`src/rtl/otter_io_pkg.sv`:
```
// Shared register map and bit positions for the Otter memory-mapped I/O block.
package otter_io_pkg;

    localparam logic [7:0] OFF_SW      = 8'h00;
    localparam logic [7:0] OFF_BTN     = 8'h04;
    localparam logic [7:0] OFF_LED     = 8'h20;
    localparam logic [7:0] OFF_SSEG    = 8'h40;
    localparam logic [7:0] OFF_TCTRL   = 8'h60;
    localparam logic [7:0] OFF_TLOAD   = 8'h64;
    localparam logic [7:0] OFF_TCOUNT  = 8'h68;
    localparam logic [7:0] OFF_IRQPEND = 8'h6C;
    localparam logic [7:0] OFF_IRQEN   = 8'h70;

    localparam int TCTRL_EN   = 0;
    localparam int TCTRL_AUTO = 1;

    localparam int IRQ_TIMER = 0;
    localparam int IRQ_BTN   = 1;

endpackage

```
`src/rtl/otter_io_periph_timer.sv`:
```
// Programmable down-counter: loads on enable, raises expire at zero, then reloads or stops.
module io_timer
    import otter_io_pkg::*;
(
    input  logic        CLK,
    input  logic        RST,
    input  logic        enSet,
    input  logic        enClr,
    input  logic        autoMode,
    input  logic [31:0] loadVal,
    output logic [31:0] count,
    output logic        en,
    output logic        expire
);

    // A stop request on the expiry edge suppresses the expiry.
    assign expire = en && (count == 32'd0) && !enClr;

    always_ff @(posedge CLK or posedge RST) begin
        if (RST) begin
            count <= 32'd0;
            en    <= 1'b0;
        end else if (enSet && !en) begin
            count <= loadVal;
            en    <= 1'b1;
        end else if (enClr) begin
            en <= 1'b0;
        end else if (en) begin
            if (count != 32'd0) begin
                count <= count - 32'd1;
            end else if (autoMode) begin
                count <= loadVal;
            end else begin
                en <= 1'b0;
            end
        end
    end

endmodule

```
`src/rtl/otter_io_periph.sv`:
```
// Otter IOBUS peripheral: board registers, timer, interrupt controller and registered read mux.
module otter_io_periph
    import otter_io_pkg::*;
#(
    parameter logic [31:0] BASE_ADDR = 32'h1100_0000,
    parameter int          SW_WIDTH  = 16,
    parameter int          BTN_WIDTH = 4,
    parameter int          LED_WIDTH = 16
) (
    input  logic                 CLK,
    input  logic                 RST,
    input  logic [31:0]          IOBUS_ADDR,
    input  logic [31:0]          IOBUS_OUT,
    input  logic                 IOBUS_WR,
    output logic [31:0]          IOBUS_IN,
    output logic                 INTR,
    input  logic [SW_WIDTH-1:0]  SWITCHES,
    input  logic [BTN_WIDTH-1:0] BUTTONS,
    output logic [LED_WIDTH-1:0] LEDS,
    output logic [15:0]          SSEG_VAL
);

    logic                 hit;
    logic                 wrHit;
    logic [7:0]           offset;
    logic [SW_WIDTH-1:0]  swMeta;
    logic [SW_WIDTH-1:0]  swSync;
    logic [BTN_WIDTH-1:0] btnMeta;
    logic [BTN_WIDTH-1:0] btnSync;
    logic [BTN_WIDTH-1:0] btnPrev;
    logic                 btnRise;
    logic                 autoReg;
    logic [31:0]          tload;
    logic [31:0]          tCount;
    logic                 tEn;
    logic                 tExpire;
    logic                 enSet;
    logic                 enClr;
    logic [1:0]           pend;
    logic [1:0]           irqEn;
    logic [1:0]           pendSet;
    logic [1:0]           pendClr;
    logic [31:0]          rdNext;
    logic                 unusedAddr;

    assign hit        = (IOBUS_ADDR[31:8] == BASE_ADDR[31:8]);
    assign wrHit      = IOBUS_WR && hit;
    assign offset     = {IOBUS_ADDR[7:2], 2'b00};
    assign unusedAddr = ^IOBUS_ADDR[1:0];

    assign enSet   = wrHit && (offset == OFF_TCTRL) && IOBUS_OUT[TCTRL_EN];
    assign enClr   = wrHit && (offset == OFF_TCTRL) && !IOBUS_OUT[TCTRL_EN];
    assign btnRise = |(btnSync & ~btnPrev);

    always_comb begin
        pendSet            = 2'b00;
        pendSet[IRQ_TIMER] = tExpire;
        pendSet[IRQ_BTN]   = btnRise;
        pendClr            = (wrHit && (offset == OFF_IRQPEND)) ? IOBUS_OUT[1:0] : 2'b00;
    end

    io_timer uTimer (
        .CLK      (CLK),
        .RST      (RST),
        .enSet    (enSet),
        .enClr    (enClr),
        .autoMode (autoReg),
        .loadVal  (tload),
        .count    (tCount),
        .en       (tEn),
        .expire   (tExpire)
    );

    always_comb begin
        rdNext = 32'd0;
        if (hit) begin
            case (offset)
                OFF_SW:      rdNext = 32'(swSync);
                OFF_BTN:     rdNext = 32'(btnSync);
                OFF_LED:     rdNext = 32'(LEDS);
                OFF_SSEG:    rdNext = {16'd0, SSEG_VAL};
                OFF_TCTRL:   rdNext = {30'd0, autoReg, tEn};
                OFF_TLOAD:   rdNext = tload;
                OFF_TCOUNT:  rdNext = tCount;
                OFF_IRQPEND: rdNext = {30'd0, pend};
                OFF_IRQEN:   rdNext = {30'd0, irqEn};
                default:     rdNext = 32'd0;
            endcase
        end
    end

    always_ff @(posedge CLK or posedge RST) begin
        if (RST) begin
            swMeta   <= '0;
            swSync   <= '0;
            btnMeta  <= '0;
            btnSync  <= '0;
            btnPrev  <= '0;
            IOBUS_IN <= 32'd0;
            INTR     <= 1'b0;
            pend     <= 2'b00;
            irqEn    <= 2'b00;
            LEDS     <= '0;
            SSEG_VAL <= 16'd0;
            autoReg  <= 1'b0;
            tload    <= 32'd0;
        end else begin
            swMeta   <= SWITCHES;
            swSync   <= swMeta;
            btnMeta  <= BUTTONS;
            btnSync  <= btnMeta;
            btnPrev  <= btnSync;
            IOBUS_IN <= rdNext;
            INTR     <= |(pend & irqEn);
            // Hardware set is applied after the clear so it wins on a collision.
            pend     <= (pend & ~pendClr) | pendSet;
            if (wrHit) begin
                case (offset)
                    OFF_LED:   LEDS     <= IOBUS_OUT[LED_WIDTH-1:0];
                    OFF_SSEG:  SSEG_VAL <= IOBUS_OUT[15:0];
                    OFF_TCTRL: autoReg  <= IOBUS_OUT[TCTRL_AUTO];
                    OFF_TLOAD: tload    <= IOBUS_OUT;
                    OFF_IRQEN: irqEn    <= IOBUS_OUT[1:0];
                    default:   ;
                endcase
            end
        end
    end

endmodule
```
`config.mk`:
```
export PLATFORM = sky130hd
export DESIGN_NAME = otter_io_periph
export DESIGN_NICKNAME = d
export VERILOG_FILES = /design/src/rtl/otter_io_pkg.sv /design/src/rtl/otter_io_periph_timer.sv /design/src/rtl/otter_io_periph.sv
export SDC_FILE = /design/constraint.sdc
export NUM_CORES = 1
export LEC_CHECK = 0
export CAP_MARGIN = 20
export CORE_ASPECT_RATIO = 1.4
export CORE_UTILIZATION = 35
export CTS_BUF_LIST = sky130_fd_sc_hd__clkbuf_16
export CTS_CLUSTER_DIAMETER = 40
export CTS_CLUSTER_SIZE = 12
export DETAILED_ROUTE_END_ITERATION = 10
export MAX_ROUTING_LAYER = met4
export SYNTH_ARGS = -nofsm -noshare
export SYNTH_HDL_FRONTEND = slang
export SYNTH_SLANG_ARGS = --single-unit
```
`constraint.sdc`:
```
create_clock -name CLK -period 9 [get_ports CLK]
set_input_delay 1.35 -clock CLK [delete_from_list [all_inputs] [get_ports CLK]]
set_output_delay 1.35 -clock CLK [all_outputs]
set_load 0.1 [all_outputs]
```
---- Yosys cells after proc, flatten, opt, wreduce, memory -nomap -nowiden ----
Cells that the tools add are included.
word-level totals
  bits of input ports ..................... 87
  ROM bits ................................ 0
  register bits after elaboration ......... 179
  bits in writable memories ............... 0
  memories ................................ 0
  latch bits .............................. 0
operators by class
  shift operators ......................... 0
  multiply operators ...................... 0
  bitwise gates (word level) .............. 6
  multiplexer cells ....................... 13
  reduce and logical (&&, ||, !) cells .... 24
  eq/ne operators ......................... 10
  $lt $le $gt $ge ......................... 0
  add/subtract/negate cells ............... 1
  divide/modulo/power cells ............... 0
operators by type and width
  cell                   number
  $pmux 32 s9            1
  $mux 32                6
  $eq 6x5->1 const B     6
  $logic_not 32->1       1
  $reduce_bool 32->1     1
  $sub 32x1->32 const B  1
  $eq 24x21->1 const B   1
  $reduce_and 2->1       5
  $logic_and 1x1->1      8
  $logic_not 8->1        1
  $eq 6x1->1 const B     1
  $eq 6x4->1 const B     1
  $mux 1                 5
  $and 2x2->2            2
  $and 4x4->4            1
  $not 4->4              1
  $reduce_or 4->1        1
  $logic_not 1->1        3
  $reduce_and 3->1       1
  $reduce_bool 3->1      1
  $mux 2                 1
  $ne 2x2->1 const B     1
  $not 2->2              1
  $or 2x2->2             1
  2 further kinds        2

---- Logic depth before layout (Yosys ltp) ----
Gate-level depths: netlist of the first run.
  depth in word-level cells ............... 7
  depth in mapped cells ................... 10
  mapped depth without buffers ............ 9

---- Modules after synthesis ----
Synthesis of the first run repeated with hierarchy kept, for this count alone.
second synthesis, totals
  cells, all modules ...................... 661
  area total of the unflattened synthesis .. 8141.6 um^2
modules (own cells, without submodules)
  module           area each (um^2)  times used  cells an instance
  otter_io_periph  5677.9            1           388
  io_timer         2463.6            1           273

---- Least setup slack after synthesis of the first run ----
No wires, ideal clock.
  path type ............................... input to register
  start ................................... input port IOBUS_ADDR[5]
  end ..................................... register LEDS[0]
  stages on the path ...................... 8
  library setup time ...................... 126 ps
  slack ................................... 5767 ps
  data arrival time ....................... 3107 ps
  cell sequence ........................... buf_2 > nor2b_1 > nand2_1 > nor3_1 > and2_1 > buf_2 > buf_4 > mux2_2
on the way
  word-level cells in the longest chain between the ends .. 2
RTL lines
  what                               RTL line                source
  from (decl)                        otter_io_periph.sv:12   input logic [31:0] IOBUS_ADDR,
  $eq 6x4->1                         otter_io_periph.sv:118  case (offset)
  $reduce_and 2->1 (no source line)  -
  to (signal assigned)               otter_io_periph.sv:119  OFF_LED: LEDS <= IOBUS_OUT[LED_WIDTH-1:0];
  to (decl)                          otter_io_periph.sv:19   output logic [LED_WIDTH-1:0] LEDS,
No other way between the ends.
A chain may end at the register's enable or synchronous reset.

---- Worst setup path after layout of the first run ----
  start ................................... input port IOBUS_ADDR[2]
  end ..................................... register uTimer.count[7]
on the way
  word-level cells in the longest chain between the ends .. 6
  elaborated cells on any way between the ends .. 10
  classes of those cells .................. 2 x eq/ne; 1 x mux; 7 x reduce/logical
RTL lines
  what                                                       RTL line                                      source
  $eq 6x5->1 *                                               otter_io_periph.sv:51, otter_io_periph.sv:52
  $logic_and 1x1->1 *                                        otter_io_periph.sv:51, otter_io_periph.sv:52
  $logic_and 1x1->1                                          otter_io_periph.sv:51                         assign enSet = wrHit && (offset == OFF_TCTRL) && IOBUS_OUT[TCTRL_EN];
  $logic_and 1x1->1                                          otter_io_periph_timer.sv:23                   end else if (enSet && !en) begin
  $ne 2x2->1 (no source line), or another cell as far along  -
  $reduce_and 3->1 (no source line)                          -
  to (signal assigned)                                       otter_io_periph_timer.sv:24                   count <= loadVal;
  to (signal assigned)                                       otter_io_periph_timer.sv:30                   count <= count - 32'd1;
  to (signal assigned)                                       otter_io_periph_timer.sv:32                   count <= loadVal;
  to (decl)                                                  otter_io_periph_timer.sv:11                   output logic [31:0] count,
Mark *: on every way between the ends. The rest lies on a longest branch, timed or not.

==> out/metrics.sh, run 1 <==
SYN_AREA_MM2=0.00786
GRT_PASS1_VIAS=5882
IOPINCOUNT=152
WORST_EP_REQUIRED_TIME_PS=9310
GRT_USE_TOTAL_PCT=18.6
FIN_TNS_SETUP_PS=0
POSTCTSSETUPREPAIRBUFS=0
DESIGN.FINAL.NETS=888
TIMING.FINAL.MAX_SLEW_VIOLATIONS=0
CLK_TRANSITION_REPORTED_PATHS_PS=70
GRT_SETUP_UNREPAIRED='false'
GP_ROUTABILITY_CONGESTION=0.779
IR_WORST_VDD_V=0.000119
STATIC-LEAKAGE-POWER_nW=4.25
DIEAREA_MM2=0.0231
DP.FINAL_HPWL_UM=13600
SYNTH-COMPOUND-AREA-SHARE_PCT=12.5
TIMING_WORST_SLEW_PIN_VALUE_PS=1050
INITIAL_CORE_UTIL_PCT=35.8
SYNTH-EDFF-COUNT=0
SETUP_VIOLATIONS=0
P_PER_AREA_mW_PER_MM2=159
SYNTH_FF_TYPE='sky130_fd_sc_hd__dfrtp_1'
CLOCK_SINK_COUNT=179
PLACEMENT.IO_BUFFERS=149
CLOCKBUFFERDEPTH=2
LAYOUT.CORE_UTILIZATION_PCT=46.5
TIMING.CRITICAL_PATH.TO='uTimer.count[7]$_DFFE_PP0P_'
SYNTH_TOP_FAMILY_BY_AREA='multiplexers'
CRITICAL_PATH.ENDPOINT_TYPE='register'
WORST_SLEW_MARGIN_RELATIVE_TO_ITS_LIMIT_PCT=29.5
CTS_TREE='yes'
INSTANCES_NO_FILL=1109
AVGSYNTHCELLAREA_UM2=11.9
POST_SYNTHESIS_CELLS=659
SYNTH_NETS=748
WORSTSETUPSTARTPOINTTYPE='input pin'
DRT_PASS1_ITERATIONS=5
DETAILED_ROUTE_WIRE_LENGTH_PER_CELL_UM=18.1
CTS_MAX_LEVEL=4
DRIVE_GT1_SHARE_PCT=16.1
DIE_HEIGHT_UM=179
LARGEST_NET_DEGREE_AT_THE_START_OF_GLOBAL_ROUTING=102
LAYOUT_WORST_PATH_CYCLE_SHARE_PCT=48.9
MAX-CAP-VIOLATIONS=0
DR.FIRST_ITER.DRC_COUNT=476
POSTSYNTHREGISTERBITS=179
FINAL-HOLD-VIOLATION-COUNT=0
PLACEMENT_ROWS=64
REGTOREGSETUPSLACK_PS=6110
SYNTH.YOSYS.WARNINGS=0
VIAS=5771
FRACTION_OF_SYNTHESIZED_AREA_IN_MULTIPLEXERS_PCT=14.3
LAYOUT_MIN_CYCLE_TIME_PS=4400
CLOCKROOTBUFFER='sky130_fd_sc_hd__clkbuf_16'
WORST_REG2REG_PATH_DEPTH=7
CLOCK.FMAX_MHz=227
STATUS='complete, no violations'
FLOORPLAN.DIE.WIDTH_UM=129
PLACEABLECOREAREA_MM2=0.0219
ANTENNA_LEFT=0
FIN_TOTAL_PWR_mW=1.62
DETAIL_ROUTE.DRC_VIOLATIONS=0
ANTENNA_CELLS_INSERTED=0
CRITICAL_PATH_PEAK_FANOUT=17
FINAL_WL_UM=20100
CTS_BUFFER_COUNT=17
NETLIST-CELL-TYPE-COUNT=55
PATH_CLASS='input pin to register'
FINAL_CELL_MIX='sky130_fd_sc_hd__dfrtp_1, sky130_fd_sc_hd__clkdlybuf4s50_1, sky130_fd_sc_hd__mux2_2, sky130_fd_sc_hd__nor2_1, sky130_fd_sc_hd__mux2i_1'
WORSTREG2REGEND='uTimer.count[7]$_DFFE_PP0P_'
ASYNC_FLOP_SHARE_PCT=100
CLK-INSERTION-DELAY-LATE_PS=430
GRT_ANTENNA_BEFORE_REPAIR=0
PLACED_CELLS_INCL_TAPS=1076
CTS-RESIZED-GATES=0
SYNTH-XOR-AREA-SHARE_PCT=0
SEQUENTIAL_FRACTION_OF_THE_SYNTHESIS_AREA_PCT=57.0
YOSYS.AREA_SHARE.ADDER_PCT=0.318
SYNTHSIMPLEGATEAREAFRAC_PCT=12.2
CRITICAL_PATH.REG2REG.STARTPOINT='uTimer.count[8]$_DFFE_PP0P_'
CTS_HOLD_BUFFERS=0
CP.ARRIVAL_PS=4710
FINAL_COMMON_CELL='sky130_fd_sc_hd__dfrtp_1'
GRT-OVFL-TOTAL=0
DRT-VIAS-PER-INSTANCE=5.20
LAYOUT-AREA-OVERHEAD-VS-SYNTH_PCT=29.8
TIMING.CRITICAL_PATH.FROM='IOBUS_ADDR[2]'
FINALCLOCKSKEW_PS=10.1
HP-CLASS='register to register'
FIRST_PASS_GRT_WIRE_LENGTH_UM=31800
[kinds of logic (layout without fill, tap and decap cells)]
kind of cell,count (synthesis),count (layout)
DFF,179,179
and+or+nand+nor,174,174
AOI/OAI and AO/OA,140,140
muxes,104,104
buffers and inverters,60,213
adders and majority gates,2,2
[layer usage]
| metal | share of wire (%) | track usage (%) | up-vias |
|---|---|---|---|
| li1 | - | - | 2718 |
| met1 | 42 | 21.9 | 2917 |
| met2 | 55 | 32.6 | 119 |
| met3 | 2.5 | 2.86 | 17 |
| met4 | 1.3 | 5.25 | 0 |
| met5 | 0 | - | - |
[how the worst min path moves through the flow]
stage,startpoint,to,cells after the start
global route,swMeta[0]$_DFF_PP0_,swSync[0]$_DFF_PP0_,0
floorplan,btnMeta[0]$_DFF_PP0_,btnSync[0]$_DFF_PP0_,0
CTS,swMeta[5]$_DFF_PP0_,swSync[5]$_DFF_PP0_,0
global placement,swMeta[15]$_DFF_PP0_,swSync[15]$_DFF_PP0_,0
finish,swMeta[5]$_DFF_PP0_,swSync[5]$_DFF_PP0_,0
detailed placement,swMeta[5]$_DFF_PP0_,swSync[5]$_DFF_PP0_,0
[flip-flops by register name (all words and copies together), names as in the netlist]
name and cells:
IOBUS_IN 32, tload 32, uTimer.count 32, LEDS 16, SSEG_VAL 16, swMeta 16
swSync 16, btnMeta 4, btnPrev 4, btnSync 4, irqEn 2, pend 2
INTR 1, autoReg 1, uTimer.en 1
[final cells by class]
cell class,count,area [um2]
clock inverter,15,163
fill,2062,11700
timing repair buffer,159,1570
sequential,179,4480
inverter,22,87.6
tap,297,372
multi-input combinational,420,3110
clock buffer,17,425
[cell usage after synthesis, types with 2 or more instances]
library cell	count	area, um2
sky130_fd_sc_hd__a21oi_1	35	175
sky130_fd_sc_hd__a221oi_1	4	35.0
sky130_fd_sc_hd__a222oi_1	12	120
sky130_fd_sc_hd__a22o_1	2	17.5
sky130_fd_sc_hd__a22oi_1	34	255
sky130_fd_sc_hd__a22oi_2	2	25.0
sky130_fd_sc_hd__a2bb2oi_1	10	87.6
sky130_fd_sc_hd__and2_1	4	25.0
sky130_fd_sc_hd__buf_2	14	70.1
sky130_fd_sc_hd__buf_4	5	37.5
sky130_fd_sc_hd__buf_6	2	22.5
sky130_fd_sc_hd__clkbuf_1	16	60.1
sky130_fd_sc_hd__dfrtp_1	179	4480
sky130_fd_sc_hd__ha_1	2	25.0
sky130_fd_sc_hd__inv_1	21	78.8
sky130_fd_sc_hd__mux2_2	67	754
sky130_fd_sc_hd__mux2i_1	37	370
sky130_fd_sc_hd__nand2_1	35	131
sky130_fd_sc_hd__nand3_1	13	65.1
sky130_fd_sc_hd__nand4_1	8	50.1
sky130_fd_sc_hd__nand4b_1	2	17.5
sky130_fd_sc_hd__nor2_1	48	180
sky130_fd_sc_hd__nor2b_1	2	12.5
sky130_fd_sc_hd__nor3_1	22	110
sky130_fd_sc_hd__nor3_2	2	20.0
sky130_fd_sc_hd__nor3b_1	3	22.5
sky130_fd_sc_hd__nor4_1	13	81.3
sky130_fd_sc_hd__nor4_2	2	25.0
sky130_fd_sc_hd__nor4_4	2	42.5
sky130_fd_sc_hd__nor4b_2	2	30.0
sky130_fd_sc_hd__o21ai_0	17	85.1
sky130_fd_sc_hd__o21ai_1	4	20.0
sky130_fd_sc_hd__o22ai_1	7	43.8
sky130_fd_sc_hd__o2bb2ai_1	7	61.3
sky130_fd_sc_hd__or3_1	4	25.0
[critical path: stages]
cell and delay [ps]:
sky130_fd_sc_hd__clkdlybuf4s50_1 820, sky130_fd_sc_hd__nor4b_4 590, sky130_fd_sc_hd__nand2_1 90, sky130_fd_sc_hd__or4_4 450
sky130_fd_sc_hd__o21ai_2 650, sky130_fd_sc_hd__buf_4 370, sky130_fd_sc_hd__o21ai_0 110, sky130_fd_sc_hd__a22o_1 260
[where the power goes]
| group | internal [mW] | total, mW | switching [mW] |
|---|---|---|---|
| Combinational | 0.0376 | 0.0707 | 0.0330 |
| Sequential | 0.814 | 0.817 | 0.00312 |
| Clock | 0.373 | 0.732 | 0.360 |
| Total | 1.22 | 1.62 | 0.396 |
[through the flow]
stage | instance area (um2) | hold slack (ps) | worst slack (ps)
global route | 10200 | 357 | 4410
global placement | 9600 | 333 | 3890
floorplan | 7860 | 331 | 2790
CTS | 10200 | 350 | 4300
detailed placement | 9600 | 335 | 3840
finish | 10200 | 349 | 4600
Note: power is estimated with default switching activity, not from simulation.
==> run 2, diff against run 1 <==
Clock period 9 ns to 3.74 ns, I/O delays scaled along.
==> run 2 against run 1 <==
Effect of this change: hold slack worse by 11 ps; non-clock buffer count is 14 higher; sequential share of layout area is 0.43 points lower; clock-buffer cell count stayed put; die area stayed put; clock skew hardly changed; via count is 0.28% higher; critical path type unchanged; highest routed layer unchanged.
==> out/metrics.sh, run 2 (synthesis gave the netlist of run 1 again) <==
CRITICAL_PATH.REG2REG.STARTPOINT='uTimer.count[8]$_DFFE_PP0P_'
CLOCKBUFFERDEPTH=2  # unchanged
WORSTSETUPSTARTPOINTTYPE='input pin'
CLOCKROOTBUFFER='sky130_fd_sc_hd__clkbuf_16'
DETAIL_ROUTE.DRC_VIOLATIONS=0  # unchanged
IR_WORST_VDD_V=0.000304  # +150%
CLOCK_SINK_COUNT=179  # unchanged
PLACEABLECOREAREA_MM2=0.0219  # unchanged
CTS_HOLD_BUFFERS=0  # unchanged
GRT_PASS1_VIAS=5783  # -1.7%
ANTENNA_LEFT=0  # unchanged
TIMING_WORST_SLEW_PIN_VALUE_PS=1010  # -39.7 ps
DIEAREA_MM2=0.0231  # unchanged
LAYOUT_MIN_CYCLE_TIME_PS=2880
GRT_SETUP_UNREPAIRED='false'
WORST_HOLD_SLACK_PS=338  # -11.4 ps
FINAL-HOLD-VIOLATION-COUNT=0  # unchanged
WORST_HOLD_PATH.NUM_CELLS=0  # unchanged
DETAILED_ROUTE_WIRE_LENGTH_PER_CELL_UM=17.5  # -3.1%
GRT-OVFL-TOTAL=0  # unchanged
INITIAL_CORE_UTIL_PCT=35.8  # unchanged
TIMING.FINAL.MAX_SLEW_VIOLATIONS=0  # unchanged
GP_ROUTABILITY_CONGESTION=0.828  # +6.3%
SETUP_VIOLATIONS=0  # unchanged
STATUS='complete, no violations'
DRIVE_GT1_SHARE_PCT=17.4  # +1.3 points
LAYOUT.CORE_UTILIZATION_PCT=47.0  # +0.46 points
DR.FIRST_ITER.DRC_COUNT=377  # -21%
POSTCTSSETUPREPAIRBUFS=0  # unchanged
REGTOREGSETUPSLACK_PS=1230  # -4880 ps
LARGEST_NET_DEGREE_AT_THE_START_OF_GLOBAL_ROUTING=75  # -26%
CTS_BUFFER_COUNT=17  # unchanged
CLK_TRANSITION_REPORTED_PATHS_PS=70  # about the same
CTS_TREE='yes'
FINAL_COMMON_CELL='sky130_fd_sc_hd__dfrtp_1'
PLACED_CELLS_INCL_TAPS=1091  # +1.4%
IOPINCOUNT=152  # unchanged
CTS_MAX_LEVEL=4  # unchanged
FIN_TNS_SETUP_PS=0  # unchanged
REG_TOP3='IOBUS_IN x32, tload x32, uTimer.count x32'
WORST_HOLD_STARTPOINT='swMeta[14]$_DFF_PP0_'
FIRST_PASS_GRT_WIRE_LENGTH_UM=31600  # -0.43%
PATH_CLASS='input pin to register'
DIE_HEIGHT_UM=179  # unchanged
DP.FINAL_HPWL_UM=13700  # +1.1%
FINALCLOCKSKEW_PS=10.1  # +0.0798 ps
GRT_USE_TOTAL_PCT=18.5  # -0.074 points
GRT_ANTENNA_BEFORE_REPAIR=0  # unchanged
CRITICAL_PATH.ENDPOINT_TYPE='register'
LAYOUT_WORST_PATH_CYCLE_SHARE_PCT=77.1
FINAL.SETUP.WORST_SLACK_PS=855  # -3740 ps
WORSTHOLDENDPOINT='swSync[14]$_DFF_PP0_'
DESIGN.FINAL.NETS=902  # +1.6%
CLOCK.FMAX_MHz=347
PLACEMENT_ROWS=64  # unchanged
DRT_PASS1_ITERATIONS=6  # +1
FINAL_CELL_MIX='sky130_fd_sc_hd__dfrtp_1, sky130_fd_sc_hd__clkdlybuf4s50_1, sky130_fd_sc_hd__mux2_2, sky130_fd_sc_hd__nor2_1, sky130_fd_sc_hd__mux2i_1'
DRT-VIAS-PER-INSTANCE=5.15  # -0.97%
HP-CLASS='register to register'
WORSTREG2REGEND='uTimer.count[31]$_DFFE_PP0P_'
PRECTSSETUPSLACK_PS=393  # -3450 ps
FINAL_WL_UM=19700  # -1.8%
MAX-CAP-VIOLATIONS=0  # unchanged
ANTENNA_CELLS_INSERTED=0  # unchanged
WORST_SLEW_MARGIN_RELATIVE_TO_ITS_LIMIT_PCT=32.2  # +2.7 points
WORST_REG2REG_PATH_DEPTH=7  # unchanged
CTS-RESIZED-GATES=0  # unchanged
CLK-INSERTION-DELAY-LATE_PS=430  # about the same
PLACEMENT.IO_BUFFERS=149  # unchanged
WORST_EP_REQUIRED_TIME_PS=4080  # -5230 ps
FLOORPLAN.DIE.WIDTH_UM=129  # unchanged
STATIC-LEAKAGE-POWER_nW=4.31  # +1.4%
LAYOUT-AREA-OVERHEAD-VS-SYNTH_PCT=31.1
INSTANCES_NO_FILL=1123  # +1.3%
CP.ARRIVAL_PS=3230  # -1480 ps
VIAS=5787  # +0.28%
P_PER_AREA_mW_PER_MM2=368  # +130%
CRITICAL_PATH_PEAK_FANOUT=19  # +2
[run 2: cell count changes in the layout (fill, tap and decap cells not counted), moves of 2 or more]
cell | previous run | this run
sky130_fd_sc_hd__clkinv_4 | 1 | 3
sky130_fd_sc_hd__buf_4 | 9 | 20
sky130_fd_sc_hd__inv_6 | 6 | 3
sky130_fd_sc_hd__buf_12 | 0 | 4
sky130_fd_sc_hd__inv_8 | 3 | 0
sky130_fd_sc_hd__clkinvlp_4 | 1 | 4
sky130_fd_sc_hd__clkinv_8 | 4 | 1
sky130_fd_sc_hd__clkinv_2 | 0 | 3
[run 2: metal layers]
layer	track usage, %	vias to the layer above	routed length [um]
met1	21.9	2931	8400
met5	-	-	0
met4	5.00	0	258
met2	32.4	91	10500
met3	3.01	18	493
li1	-	2747	-
[run 2: worst max path at each step]
stage / from / end / slack (ps)
6_report: IOBUS_ADDR[6] / uTimer.count[17]$_DFFE_PP0P_ / 860
2_1_floorplan: RST / INTR$_DFF_PP0_ / 880
3_3_place_gp: IOBUS_ADDR[6] / uTimer.count[17]$_DFFE_PP0P_ / 420
3_5_place_dp: IOBUS_ADDR[6] / uTimer.count[17]$_DFFE_PP0P_ / 390
4_1_cts: IOBUS_ADDR[6] / uTimer.count[17]$_DFFE_PP0P_ / 840
5_1_grt: IOBUS_ADDR[3] / uTimer.count[17]$_DFFE_PP0P_ / 670
[run 2: cell type report]
class,count,area [um2]
flip-flops and latches,179,4480
repair buffers,173,1720
clock inverters,15,114
fillers,2081,11600
well taps,297,372
multi-input cells,420,3110
inverters,22,86.3
clock buffers,17,425
[run 2: stage by stage]
step	power, mW	area, um2
after floorplan	2.06	7860
after global placement	2.18	9760
after detailed placement	2.18	9760
after CTS	3.83	10300
after global routing	3.94	10300
final	3.79	10300
[run 2: power breakdown]
group          total (mW)  internal [mW]  switching, mW
logic               0.177         0.0961         0.0804
clock network        1.64          0.855          0.789
registers            1.97           1.96        0.00699
total                3.79           2.91          0.876
[run 2: critical path, cell delays in order]
cell	delay [ps]
sky130_fd_sc_hd__clkdlybuf4s50_1	590
sky130_fd_sc_hd__nor4b_4	390
sky130_fd_sc_hd__nand4_1	290
sky130_fd_sc_hd__o21a_1	250
sky130_fd_sc_hd__or3_1	380
sky130_fd_sc_hd__inv_2	290
sky130_fd_sc_hd__buf_12	200
sky130_fd_sc_hd__o21ai_1	80
sky130_fd_sc_hd__a22oi_1	200
==> run 3, diff against run 2 <==
Clock period 3.74 ns to 2.5 ns, I/O delays scaled along.
==> run 3 against run 2 <==
Effect of this change: via count rose by 4.9%; first-iteration DRC count fell by 19%; critical path depth fell by 1; non-clock buffer count rose by 51; die area did not move; register-to-register slack got worse by 1000 ps; sequential power rose by 49%; largest power group unchanged.
==> out/metrics.sh, run 3 (synthesis gave the netlist of run 1 again) <==
DRIVE_GT1_SHARE_PCT=30.4  # +13 points
DESIGN.FINAL.NETS=953  # +5.7%
LAYOUT_MIN_CYCLE_TIME_PS=2300
LARGEST_NET_DEGREE_AT_THE_START_OF_GLOBAL_ROUTING=56  # -25%
P_PER_AREA_mW_PER_MM2=566  # +54%
CTS_HOLD_BUFFERS=0  # unchanged
CRIT_FAMILY='simple AND/OR/NAND/NOR gates'
DIE_HEIGHT_UM=179  # unchanged
GRT-OVFL-TOTAL=0  # unchanged
FINISH.INSTANCE_AREA_MM2=0.0107  # +3.8%
PRECTSSETUPSLACK_PS=-278  # -671 ps
LAYOUT_WORST_PATH_CYCLE_SHARE_PCT=92.0
STATIC-LEAKAGE-POWER_nW=4.74  # +10%
FIRST_PASS_GRT_WIRE_LENGTH_UM=33100  # +4.5%
HP-CLASS='input pin to asynchronous set/reset pin'
ANTENNA_LEFT=0  # unchanged
WORST_EP_REQUIRED_TIME_PS=2820  # -1260 ps
CLOCK.FMAX_MHz=435
CP_SLOWEST_CELL='sky130_fd_sc_hd__dfrtp_1'
FINAL-HOLD-VIOLATION-COUNT=0  # unchanged
DETAIL_ROUTE.DRC_VIOLATIONS=0  # unchanged
INITIAL_CORE_UTIL_PCT=35.8  # unchanged
WORSTSETUPSTARTPOINTTYPE='register'
DIEAREA_MM2=0.0231  # unchanged
DP.FINAL_HPWL_UM=14700  # +7.3%
FINAL.SETUP.WORST_SLACK_PS=199  # -656 ps
IR_WORST_VDD_V=0.000499  # +64%
WORST_SLEW_MARGIN_RELATIVE_TO_ITS_LIMIT_PCT=69.7  # +38 points
TIMING.CRITICAL_PATH.CELLS='nor4_2, nand4_1, buf_4, or3_1, o21ai_2, buf_12, mux2i_1, a22oi_2'
POSTPLACECELLAREA_MM2=0.0100  # +2.8%
TIMING_WORST_SLEW_PIN_VALUE_PS=454  # -561 ps
REG_TOP3='IOBUS_IN x32, tload x32, uTimer.count x32'
CLOCK_SINK_COUNT=179  # unchanged
FILLER_CELL_COUNT=2021  # -2.9%
SETUP_VIOLATIONS=0  # unchanged
IOPINCOUNT=152  # unchanged
CRITICAL_PATH_BUF_INV_COUNT=2  # -1
PATH_CLASS='register to register'
CTS_BUFFER_COUNT=17  # unchanged
LAYOUT.CORE_UTILIZATION_PCT=48.7  # +1.8 points
PLACEMENT_ROWS=64  # unchanged
WORST_HOLD_SLACK_PS=295  # -42.9 ps
DETAILED_ROUTE_WIRE_LENGTH_PER_CELL_UM=17.4  # -0.49%
PLACEABLECOREAREA_MM2=0.0219  # unchanged
GRT_PASS1_VIAS=6278  # +8.6%
ANTENNA_CELLS_INSERTED=0  # unchanged
CP.ARRIVAL_PS=2620  # -610 ps
CRITICAL_PATH.ENDPOINT_TYPE='register'
TIMING.FINAL.MAX_SLEW_VIOLATIONS=0  # unchanged
DRT-VIAS-PER-INSTANCE=5.17  # +0.32%
FINAL_WL_UM=20500  # +4.0%
CRITICAL_PATH.REG2REG.STARTPOINT='uTimer.count[24]$_DFFE_PP0P_'
CLK_TRANSITION_REPORTED_PATHS_PS=70  # about the same
PLACEMENT.IO_BUFFERS=149  # unchanged
CTS_TREE='yes'
GRT_ANTENNA_BEFORE_REPAIR=0  # unchanged
CLK-INSERTION-DELAY-LATE_PS=450  # +20 ps
DRT_PASS1_ITERATIONS=6  # unchanged
FINAL_CELL_MIX='sky130_fd_sc_hd__dfrtp_1, sky130_fd_sc_hd__buf_4, sky130_fd_sc_hd__clkdlybuf4s50_1, sky130_fd_sc_hd__mux2_2, sky130_fd_sc_hd__nor2_1'
FIN_TNS_SETUP_PS=0  # unchanged
FINALCLOCKSKEW_PS=14.1  # +3.99 ps
FLOORPLAN.DIE.WIDTH_UM=129  # unchanged
VIAS=6069  # +4.9%
MAX-CAP-VIOLATIONS=0  # unchanged
DR.FIRST_ITER.DRC_COUNT=304  # -19%
CRITICAL_PATH_PEAK_FANOUT=29  # +10
INSTANCES_NO_FILL=1174  # +4.5%
TIMING.CRITICAL_PATH.FROM='uTimer.count[24]$_DFFE_PP0P_'
STATUS='complete, no violations'
FIN_TOTAL_PWR_mW=6.05  # +60%
CTS_MAX_LEVEL=4  # unchanged
GP_ROUTABILITY_CONGESTION=0.836  # +0.92%
GRT_USE_TOTAL_PCT=19.4  # +0.95 points
CLOCKBUFFERDEPTH=2  # unchanged
LAYOUT-AREA-OVERHEAD-VS-SYNTH_PCT=36.1
CLOCKROOTBUFFER='sky130_fd_sc_hd__clkbuf_16'
PLACED_CELLS_INCL_TAPS=1141  # +4.6%
WORST_PATH_LARGEST_CELL_DELAY_PS=420  # -170 ps
FINAL_COMMON_CELL='sky130_fd_sc_hd__dfrtp_1'
-- run 3: final timing paths --
kind	to	slack (ps)	depth (start not counted)
worst min-delay path	tload[8]$_DFFE_PP0P_	290	2
worst min register to register	btnSync[0]$_DFF_PP0_	340	0
min in group CLK	btnSync[0]$_DFF_PP0_	340	0
worst max-delay path	uTimer.count[18]$_DFFE_PP0P_	200	8
worst max register to register	uTimer.count[18]$_DFFE_PP0P_	200	8
max in group asynchronous	tload[15]$_DFFE_PP0P_	1430	4
-- run 3: per-layer routing --
metal,up-vias,GRT usage [%],wire length [um]
li1,2844,-,-
met1,3044,21.6,8260
met2,148,34.3,11100
met3,33,3.40,666
met4,0,7.70,482
met5,-,-,0
-- run 3: what timing repair did --
action,in CTS,in global routing
setup endpoints to repair,0,32
resized for setup,0,5
buffers inserted,0,1
hold endpoints to repair,0,0
-- run 3: worst reg2reg max path: stages (launching register included) --
cell and delay, ps:
sky130_fd_sc_hd__dfrtp_1 420, sky130_fd_sc_hd__nor4_2 380, sky130_fd_sc_hd__nand4_1 120, sky130_fd_sc_hd__buf_4 180, sky130_fd_sc_hd__or3_1 420, sky130_fd_sc_hd__o21ai_2 100
sky130_fd_sc_hd__buf_12 230, sky130_fd_sc_hd__mux2i_1 260, sky130_fd_sc_hd__a22oi_2 70
-- run 3: final cells by class --
cell class	count	area, um2	share of cell area [%]
flip-flops and latches	179	4480	41.9
multi-input cells	420	3130	29.3
repair buffers	224	2000	18.7
inverters	22	86.3	0.807
well taps	297	372	3.47
clock inverters	15	193	1.80
clock buffers	17	425	3.98
-- run 3: power by group --
| group | switching (mW) | internal (mW) |
|---|---|---|
| combinational | 0.125 | 0.160 |
| clock | 1.22 | 1.60 |
| sequential | 0.0104 | 2.93 |
| total | 1.36 | 4.69 |
